File: src/rtl/mult_par_seq.sv
// Sequential radix-2 shift-add multiplier with operand parity check and req/ack handshake.
// Optional macro MULT_RESULT_HOLD_EN adds result_ack and holds result_rdy until it is sampled.
module mult_par_seq #(
  parameter int WIDTH  = 16,
  parameter bit SIGNED = 1'b1
) (
  input  logic               clk,
  input  logic               rst,
  input  logic [WIDTH-1:0]   arg_a,
  input  logic               arg_a_parity,
  input  logic [WIDTH-1:0]   arg_b,
  input  logic               arg_b_parity,
  input  logic               req,
`ifdef MULT_RESULT_HOLD_EN
  input  logic               result_ack,
`endif
  output logic               ack,
  output logic [2*WIDTH-1:0] result,
  output logic               result_parity,
  output logic               arg_parity_error,
  output logic               result_rdy
);

  localparam int CW = (WIDTH > 2) ? $clog2(WIDTH) : 1;

  typedef enum logic [1:0] {IDLE, ACK, CALC, DONE} state_t;
  state_t state, state_nxt;

  logic [WIDTH-1:0]   a_p0, b_p0;
  logic               perr_p0;
  logic [2*WIDTH-1:0] mcand_p1, acc_p1;
  logic [WIDTH-1:0]   mplier_p1;
  logic               neg_p1;
  logic [CW-1:0]      count_p1;
  logic [2*WIDTH-1:0] prod;
  logic               capture;
  logic               done_rel;
  logic               rdy_keep;

  function automatic logic [WIDTH-1:0] magnitude(input logic [WIDTH-1:0] x);
    if (SIGNED && x[WIDTH-1]) return -x;
    return x;
  endfunction

  function automatic logic [2*WIDTH-1:0] apply_sign(input logic [2*WIDTH-1:0] x, input logic neg);
    return neg ? -x : x;
  endfunction

  function automatic logic parity(input logic [2*WIDTH-1:0] x);
    return ^x;
  endfunction

  assign capture = (state == IDLE) && req;
  assign prod    = apply_sign(acc_p1, neg_p1);

`ifdef MULT_RESULT_HOLD_EN
  assign done_rel = result_rdy & result_ack;
  assign rdy_keep = ~done_rel;
`else
  assign done_rel = 1'b1;
  assign rdy_keep = 1'b1;
`endif

  always_comb begin
    state_nxt = state;
    case (state)
      IDLE:    if (req) state_nxt = ACK;
      ACK:     state_nxt = perr_p0 ? DONE : CALC;
      CALC:    if (count_p1 == CW'(WIDTH-1)) state_nxt = DONE;
      DONE:    if (done_rel) state_nxt = IDLE;
      default: state_nxt = IDLE;
    endcase
  end

  // p0: operand capture in IDLE
  always_ff @(posedge clk) begin
    if (capture) begin
      a_p0    <= arg_a;
      b_p0    <= arg_b;
      perr_p0 <= (^arg_a != arg_a_parity) | (^arg_b != arg_b_parity);
    end
  end

  // p1: magnitudes loaded in ACK, one partial product per CALC cycle
  always_ff @(posedge clk) begin
    if (state == ACK) begin
      mcand_p1  <= {{WIDTH{1'b0}}, magnitude(a_p0)};
      mplier_p1 <= magnitude(b_p0);
      neg_p1    <= SIGNED && (a_p0[WIDTH-1] ^ b_p0[WIDTH-1]);
      acc_p1    <= '0;
      count_p1  <= '0;
    end else if (state == CALC) begin
      if (mplier_p1[0]) acc_p1 <= acc_p1 + mcand_p1;
      mcand_p1  <= mcand_p1 << 1;
      mplier_p1 <= mplier_p1 >> 1;
      count_p1  <= count_p1 + 1'b1;
    end
  end

  // p2: registered outputs, loaded in DONE and cleared on the next capture
  always_ff @(posedge clk or posedge rst) begin
    if (rst) begin
      state            <= IDLE;
      ack              <= 1'b0;
      result           <= '0;
      result_parity    <= 1'b0;
      arg_parity_error <= 1'b0;
      result_rdy       <= 1'b0;
    end else begin
      state      <= state_nxt;
      ack        <= capture;
      result_rdy <= (state == DONE) && rdy_keep;
      if (capture) begin
        result           <= '0;
        result_parity    <= 1'b0;
        arg_parity_error <= 1'b0;
      end else if (state == DONE) begin
        result           <= perr_p0 ? '0 : prod;
        result_parity    <= perr_p0 ? 1'b0 : parity(prod);
        arg_parity_error <= perr_p0;
      end
    end
  end

endmodule

File: config.mk
export PLATFORM = sky130hd
export DESIGN_NAME = mult_par_seq
export DESIGN_NICKNAME = d
export VERILOG_FILES = /design/src/rtl/mult_par_seq.sv
export SDC_FILE = /design/constraint.sdc
export NUM_CORES = 1
export LEC_CHECK = 0
export ABC_AREA = 0
export BUFFER_PORTS_ARGS = -buffer_cell sky130_fd_sc_hd__buf_4
export CAP_MARGIN = 20
export CELL_PAD_IN_SITES_DETAIL_PLACEMENT = 0
export CELL_PAD_IN_SITES_GLOBAL_PLACEMENT = 1
export CORE_ASPECT_RATIO = 1.2
export CORE_MARGIN = 3
export CORE_UTILIZATION = 45
export CTS_CLUSTER_SIZE = 30
export DETAILED_ROUTE_END_ITERATION = 6
export GPL_ROUTABILITY_DRIVEN = 0
export GPL_TIMING_DRIVEN = 0
export HOLD_SLACK_MARGIN = 0.1
export PLACE_DENSITY = 0.83
export RECOVER_POWER = 25
export SETUP_SLACK_MARGIN = 0.3
export SYNTH_ARGS = -nofsm -noshare
export SYNTH_HDL_FRONTEND = slang
export SYNTH_SLANG_ARGS = --single-unit
export TNS_END_PERCENT = 5
File: constraint.sdc
create_clock -name clk -period 3.9 [get_ports clk]
set_input_delay 0.195 -clock clk [delete_from_list [all_inputs] [get_ports clk]]
set_output_delay 0.195 -clock clk [all_outputs]
set_load 0.03 [all_outputs]
==> metrics.csv, run 1 <==
stage,metric,value,unit
floorplanning,Row Count,56,
detailed_routing,Avg Vias per Cell,5.18,
synth,Mapped Cells,953,
timing,RSZ-0062 raised after global routing,no,
finish,multi-input logic area,4920,sq um
power,Pwr Density,987,nW/um^2
floorplanning,number of I/O pins,73,
global_routing,gr usage total,19.2,%
critical_path,worst-path cell chain,ha_1 -> a21o_1 -> a21o_1 -> a21oi_1 -> or4_1 -> a21oi_1 -> o41ai_4 -> o221ai_2 -> a211oi_1 -> a311o_1 -> mux2_1,
cts,Root Driver,clkbuf_16,
cts,Longest Clk Path Bufs,2,
critical_path,slowest CP cell,or4_1,
floorplanning,die extent in x,136,um
global_routing,vias in the first global route,6901,
power,worst vdd ir,0.838,mV
synth,top_reg_cell synth,edfxtp_1,
detailed_routing,final antenna-violating net count,0,
synth,largest area contributor in the netlist,edfxtp_1,
worst_hold_path,Hold EP,state[1]$_DFFE_PP0P_,
finish,layout cells sized above 1,9.53,%
finish,nets@finish,1156,
power,Leakage,4.48,nW
timing,Final Hold Vio Count,0,
synth,Ys Warns,0,
flow_run,# Max-Cap Violations,0,
critical_path,Reg-to-Reg Start,acc_p1[0]$_SDFFE_PP0P_,
global_routing,grt ovf,0,
synth,Post-synth EDFFs,66,
timing,maximum clock rate,0.294,GHz
synth,"Seq/Total Area, Yosys",43.6,%
global_routing,first-pass GRT wire length,33700,um
cts,"CTS clk-pin slew, worst paths",0.06,ns
critical_path,crit-path max cell delay,0.59,ns
finish,Antenna diodes,0,
worst_hold_path,hold path depth,4,
synth,async set-reset flop share out of synthesis,24.4,%
timing,fin crit period,3.40,ns
timing,Final setup violation count,0,
critical_path,crit path capture type,flip-flop,
finish,Layout Area Growth over Synthesis,19.4,%
synth,syn_nets,1031,
detailed_routing,DRC errors left,0,
worst_hold_path,worst hold path class,primary input to flip-flop,
finish,# fillers,1825,
outcome,status,finished clean,
synth,synthesis-stage register bit count,156,
timing,setup tns final,0,ns
cts,CTS Buf Count,17,
global_routing,initial antenna violation count,0,
place,PortBufs,72,
critical_path,reg2reg end,acc_p1[31]$_SDFFE_PP0P_,
floorplanning,starting density of the core,46.3,%
floorplanning,die area,22000,sq um
critical_path,Crit Path Class,flip-flop to flip-flop,
cts,worst skew pair latency,0.43,ns
timing,relative slew slack,2.73,%
floorplanning,die span in y,162,um
finish,Final Core Density,55.3,%
timing,period utilisation layout,87.3,%
critical_path,startpoint types,flip-flop,
synth,Netlist cell types,63,
worst_hold_path,hold_sp,req,
critical_path,reg2reg path depth,11,
synth,Area contributors post-synth,"edfxtp_1 (22%), dfxtp_1 (11%), dfrtp_1 (10%), xnor2_1 (7.4%), xor2_1 (7.1%)",
critical_path,worst-path fanout max,7,
synth,Synth top area share,21.7,%
cts,TritonCTS Sinks,156,
detailed_routing,drt pass-1 iters,5,
floorplanning,Core Region,19700,sq um
synth,Mean Syn Cell Area,9.57,sq um
global_routing,maximum number of pins on one net before global-route repair,39,
cts,CTS tree,built,
cts,H-tree depth,4,
finish,FF+latch area,3970,sq um
timing,Clock Skew,0.0110,ns
critical_path,FF-to-FF setup slack,0.50,ns
detailed_routing,routed len/inst,15.2,um
critical_path,critical path required time,4.21,ns
place,Detailed Place HPWL,15600,um
critical_path,crit path DAT,3.71,ns
synth,Post-Synthesis Cell Area,9120,sq um
timing,count of pins over their slew limit,0,
detailed_routing,DR vias,7006,
detailed_routing,final wirelength,20600,um
timing,Worst Max-Slew Pin Slew,1.46,ns
detailed_routing,drt first-iter violations,382,
-- per-layer routing --
metal	vias to the layer above	GRT usage, %	wire [um]
met5	-	0	0
met4	0	6.97	544
met3	34	3.13	821
met2	136	33.8	10400
met1	3239	23.6	8880
li1	3597	-	-
-- cells by family (layout without fill, tap and decap cells) --
group,Yosys count,after routing,synth area share [%]
compound gates,217,217,14.7
xor+xnor,154,154,15.0
fa+ha+maj,41,41,5.71
buf+inv,63,201,2.69
flops,156,156,43.6
mux,29,29,3.29
simple gates,293,293,15.0
-- cells in the mapped netlist, drive strengths merged, types with 5 or more instances --
cell      n
ha       40
nand2b   11
buf       8
nand3    12
o31ai    18
clkbuf   37
or3       8
mux2i    21
dfrtp    38
nand4     7
a211oi    7
nor4      6
or4       7
inv      18
nor3     12
a21oi    79
o21ai    60
o41ai     6
nor2     75
nor2b     9
xor2     75
edfxtp   66
nand2   130
xnor2    79
mux2      8
a31oi     5
a21o     20
dfxtp    52
-- sequential cells by signal, summed over array words and instances (netlist names) --
name	flops
mplier_p1	16
perr_p0	1
count_p1	4
ack	1
mcand_p1	32
neg_p1	1
acc_p1	32
b_p0	16
result_parity	1
result	32
arg_parity_error	1
state	2
a_p0	16
result_rdy	1
-- timing repair --
item | 4_1_cts | 5_1_grt
buffers inserted | 0 | 0
gates resized for setup | 0 | 2
setup endpoints to repair | 0 | 1
hold buffers | 33 | 0
endpoints found under the hold margin | 70 | 0
-- power by group --
group | switching [mW] | internal (mW) | leakage [nW]
logic | 3.52 | 2.65 | 2.63
clock network | 0.686 | 1.08 | 0.295
registers | 0.400 | 2.41 | 1.55
total | 4.61 | 6.14 | 4.48
-- layout by cell type, fill, tap and decap left out, types with 5 or more instances in the layout --
cell / instances
or4_1: 7
dfrtp_1: 38
dlygate4sd3_1: 33
o21ai_0: 59
inv_1: 18
nor3_1: 12
edfxtp_1: 66
mux2_2: 7
a31oi_1: 5
nand2b_1: 11
ha_1: 40
clkbuf_1: 66
or3_1: 7
a211oi_1: 7
clkbuf_4: 8
xor2_1: 74
nor2b_1: 9
dfxtp_1: 52
mux2i_1: 21
nand4_1: 5
clkbuf_16: 17
o31ai_1: 17
a21oi_1: 79
nand2_1: 130
nor2_1: 75
buf_1: 6
nand3_1: 12
a21o_1: 20
xnor2_1: 77
buf_4: 37
-- critical path, delay by kind of cell (launching register included) --
family          cells  cell delay, ns
fa+ha+maj           1            0.25
mux                 1            0.32
compound gates      8            1.64
simple gates        1            0.59
flops               1            0.50
-- how the worst max path moves through the flow --
| stage | depth (start not counted) | from | slack [ns] | endpoint |
|---|---|---|---|---|
| floorplan | 11 | mcand_p1[1]$_DFFE_PP_ | 0.93 | acc_p1[31]$_SDFFE_PP0P_ |
| global placement | 10 | acc_p1[6]$_SDFFE_PP0P_ | 0.36 | acc_p1[31]$_SDFFE_PP0P_ |
| detailed placement | 10 | acc_p1[6]$_SDFFE_PP0P_ | 0.34 | acc_p1[31]$_SDFFE_PP0P_ |
| CTS | 10 | acc_p1[6]$_SDFFE_PP0P_ | 0.33 | acc_p1[31]$_SDFFE_PP0P_ |
| global route | 10 | acc_p1[6]$_SDFFE_PP0P_ | 0.34 | acc_p1[31]$_SDFFE_PP0P_ |
| finish | 11 | acc_p1[0]$_SDFFE_PP0P_ | 0.50 | acc_p1[31]$_SDFFE_PP0P_ |
-- through the flow --
| stage | cell area (sq um) | instances | worst slack [ns] | power, mW | hold slack (ns) |
|---|---|---|---|---|---|
| after floorplan | 9120 | 953 | 0.932 | 7.63 | 0.294 |
| after global placement | 9980 | 1286 | 0.356 | 8.89 | 0.389 |
| after detailed placement | 10000 | 1287 | 0.339 | 9.05 | 0.390 |
| after CTS | 11000 | 1352 | 0.329 | 10.9 | 0.236 |
| after global routing | 10900 | 1352 | 0.336 | 11.6 | 0.340 |
| final | 10900 | 1352 | 0.497 | 10.7 | 0.262 |
-- area by class of cell --
cell class	instances	area share [%]
multi-input combinational	734	45.2
sequential	156	36.5
timing repair buffer	106	7.33
clock buffer	19	3.98
tap	261	3.00
clock inverter	13	1.74
buffer	45	1.63
inverter	18	0.621
Note: power is estimated with default switching activity, not from simulation.
==> run 2, diff against run 1 <==
GPL_TIMING_DRIVEN = 1   (was 0)
==> run 2 against run 1 <==
The run now ends with capacitance limit, slew limit left; maximum frequency up 2.7%; clock power down 3%; first-iteration DRC count down 20%; cell area down 1.2%; critical path type unchanged; largest cell class unchanged; clock-buffer cell count up 6; non-clock buffer count down 34; global-route usage down 1.5 points; via count down 3.3%.
==> metrics.csv, run 2 (synthesized netlist as in run 1, its figures left out) <==
stage,metric,value,unit,change
outcome,status,finished with violations,,was finished clean
outcome,failing checks,"capacitance limit, slew limit",,
critical_path,Reg-to-Reg Start,mcand_p1[1]$_DFFE_PP_,,was acc_p1[0]$_SDFFE_PP0P_
power,Leakage,4.45,nW,was 4.48 nW
critical_path,CP bufs+invs,0,,unchanged
critical_path,crit path capture type,flip-flop,,unchanged
worst_hold_path,worst hold path class,primary input to flip-flop,,unchanged
floorplanning,die span in y,162,um,unchanged
timing,period utilisation layout,84.9,%,was 87.3%
critical_path,crit-path max cell delay,0.59,ns,about the same
finish,Final Cell Area,10700,sq um,was 10900 sq um
global_routing,gr usage total,17.7,%,was 19.2%
detailed_routing,DRC errors left,0,,unchanged
floorplanning,die extent in x,136,um,unchanged
power,Pwr Total,10.5,mW,was 10.7 mW
critical_path,reg2reg end,acc_p1[31]$_SDFFE_PP0P_,,unchanged
floorplanning,Core Region,19700,sq um,unchanged
place,PortBufs,72,,unchanged
cts,CTS tree,built,,unchanged
finish,layout cells sized above 1,9.93,%,was 9.53%
detailed_routing,final wirelength,18900,um,was 20600 um
detailed_routing,routed len/inst,14.3,um,was 15.2 um
detailed_routing,Avg Vias per Cell,5.14,,was 5.18
global_routing,vias in the first global route,6498,,was 6901
finish,"commonest non-fill, non-tap cell in the layout",nand2_1,,unchanged
timing,RSZ-0062 raised after global routing,no,,unchanged
timing,relative slew slack,-41.7,%,was 2.73%
flow_run,# Max-Cap Violations,1,,was 0
cts,H-tree depth,4,,unchanged
timing,Worst Max-Slew Pin Slew,2.13,ns,was 1.46 ns
timing,Clock Skew,0.00691,ns,was 0.0110 ns
power,worst vdd ir,0.990,mV,was 0.838 mV
critical_path,crit-path leading delay family,compound AO/OA/AOI/OAI gates,,unchanged
timing,maximum clock rate,0.302,GHz,was 0.294 GHz
place,Detailed Place HPWL,14000,um,was 15600 um
cts,worst skew pair latency,0.42,ns,was 0.43 ns
floorplanning,Row Count,56,,unchanged
cts,TritonCTS Sinks,156,,unchanged
place,setup slack at placement,0.527,ns,was 0.339 ns
finish,nets@finish,1122,,was 1156
timing,setup tns final,0,ns,unchanged
detailed_routing,final antenna-violating net count,0,,unchanged
critical_path,slowest CP cell,or4_1,,unchanged
cts,Longest Clk Path Bufs,2,,unchanged
global_routing,maximum number of pins on one net before global-route repair,39,,unchanged
floorplanning,starting density of the core,46.3,%,unchanged
timing,Final WS setup,0.587,ns,was 0.497 ns
worst_hold_path,hold_sp,req,,unchanged
detailed_routing,DR vias,6775,,was 7006
worst_hold_path,hold path depth,4,,unchanged
critical_path,Crit Path Class,flip-flop to flip-flop,,unchanged
worst_hold_path,Hold EP,state[1]$_DFFE_PP0P_,,unchanged
timing,Final Hold Vio Count,0,,unchanged
critical_path,FF-to-FF setup slack,0.59,ns,was 0.50 ns
detailed_routing,drt pass-1 iters,5,,unchanged
cts,Root Driver,clkbuf_16,,unchanged
cts,postcts setup bufs,0,,unchanged
critical_path,worst-path fanout max,3,,was 7
critical_path,CP dominant cell by count,a21o_1,,
critical_path,reg2reg path depth,11,,unchanged
timing,count of pins over their slew limit,39,,was 0
cts,"CTS clk-pin slew, worst paths",0.06,ns,about the same
power,Pwr Density,982,nW/um^2,was 987 nW/um^2
critical_path,startpoint types,flip-flop,,unchanged
finish,biggest regs,"acc_p1 x32, mcand_p1 x32, result x32",,unchanged
floorplanning,number of I/O pins,73,,unchanged
finish,Antenna diodes,0,,unchanged
floorplanning,die area,22000,sq um,unchanged
timing,Final setup violation count,0,,unchanged
global_routing,initial antenna violation count,0,,unchanged
critical_path,crit path DAT,3.61,ns,was 3.71 ns
cts,CTS Buf Count,17,,unchanged
timing,fin crit period,3.31,ns,was 3.40 ns
critical_path,critical path required time,4.20,ns,was 4.21 ns
place,dpl cell area,9910,sq um,was 10000 sq um
finish,Layout Area Growth over Synthesis,17.9,%,was 19.4%
critical_path,worst-path cell chain,ha_1 -> a21o_1 -> a21o_1 -> a21oi_1 -> or4_1 -> a21oi_2 -> o41ai_4 -> o221ai_1 -> a211oi_1 -> a311o_1 -> mux2_1,,was ha_1 -> a21o_1 -> a21o_1 -> a21oi_1 -> or4_1 -> a21oi_1 -> o41ai_4 -> o221ai_2 -> a211oi_1 -> a311o_1 -> mux2_1
global_routing,first-pass GRT wire length,31500,um,was 33700 um
global_routing,grt ovf,0,,unchanged
finish,most frequent cells in the layout,"nand2_1 (130), a21oi_1 (78), xnor2_1 (77)",,"was nand2_1 (130), a21oi_1 (79), xnor2_1 (77)"
detailed_routing,drt first-iter violations,306,,was 382
## run 2: timing repair
item	4_1_cts	5_1_grt
gates resized for setup	0	2
endpoints found under the setup margin	0	1
hold endpoints to repair	70	0
hold buffers	33	0
## run 2: power by group
group	total [mW]	switching, mW	internal, mW
Sequential	2.89	0.485	2.41
Clock	1.71	0.622	1.09
Combinational	5.95	3.33	2.61
Total	10.5	4.44	6.11
## run 2: worst min-delay path: stages
cell and delay [ns]:
buf_4 0.12, nor2b_1 0.10, a21oi_1 0.08, o21ai_0 0.15
## run 2: worst max-delay path by stage
stage | startpoint | end | slack [ns] | cells after the start
global route | mcand_p1[1]$_DFFE_PP_ | acc_p1[31]$_SDFFE_PP0P_ | 0.36 | 11
CTS | acc_p1[6]$_SDFFE_PP0P_ | acc_p1[31]$_SDFFE_PP0P_ | 0.47 | 10
global placement | mcand_p1[1]$_DFFE_PP_ | acc_p1[31]$_SDFFE_PP0P_ | 0.62 | 11
floorplan | mcand_p1[1]$_DFFE_PP_ | acc_p1[31]$_SDFFE_PP0P_ | 0.93 | 11
finish | mcand_p1[1]$_DFFE_PP_ | acc_p1[31]$_SDFFE_PP0P_ | 0.59 | 11
detailed placement | acc_p1[8]$_SDFFE_PP0P_ | acc_p1[31]$_SDFFE_PP0P_ | 0.53 | 11
## run 2: cell type report
cell class                 count  area, sq um
clock buffer                  25          465
clock inverter                 7          138
fill                        1791         8940
inverter                      18         67.6
multi-input combinational    734         4930
sequential                   156         3970
tap                          261          327
timing repair buffer         117          848
## run 2: per-layer routing
metal | track usage (%) | up-vias | wire length, um | part of all wire, %
met4 | 4.58 | 0 | 274 | 1.5
met5 | 0 | - | 0 | 0
li1 | - | 3529 | - | -
met2 | 30.6 | 113 | 9310 | 49
met3 | 3.44 | 21 | 680 | 3.6
met1 | 22.8 | 3112 | 8630 | 46
## run 2: stage by stage
step	instances	hold slack [ns]	utilization [%]
2_1_floorplan	953	0.294	-
3_3_place_gp	1253	0.350	50.3
3_5_place_dp	1253	0.359	50.3
4_1_cts	1318	0.265	55.1
5_1_grt	1318	0.323	54.6
6_report	1318	0.274	54.6
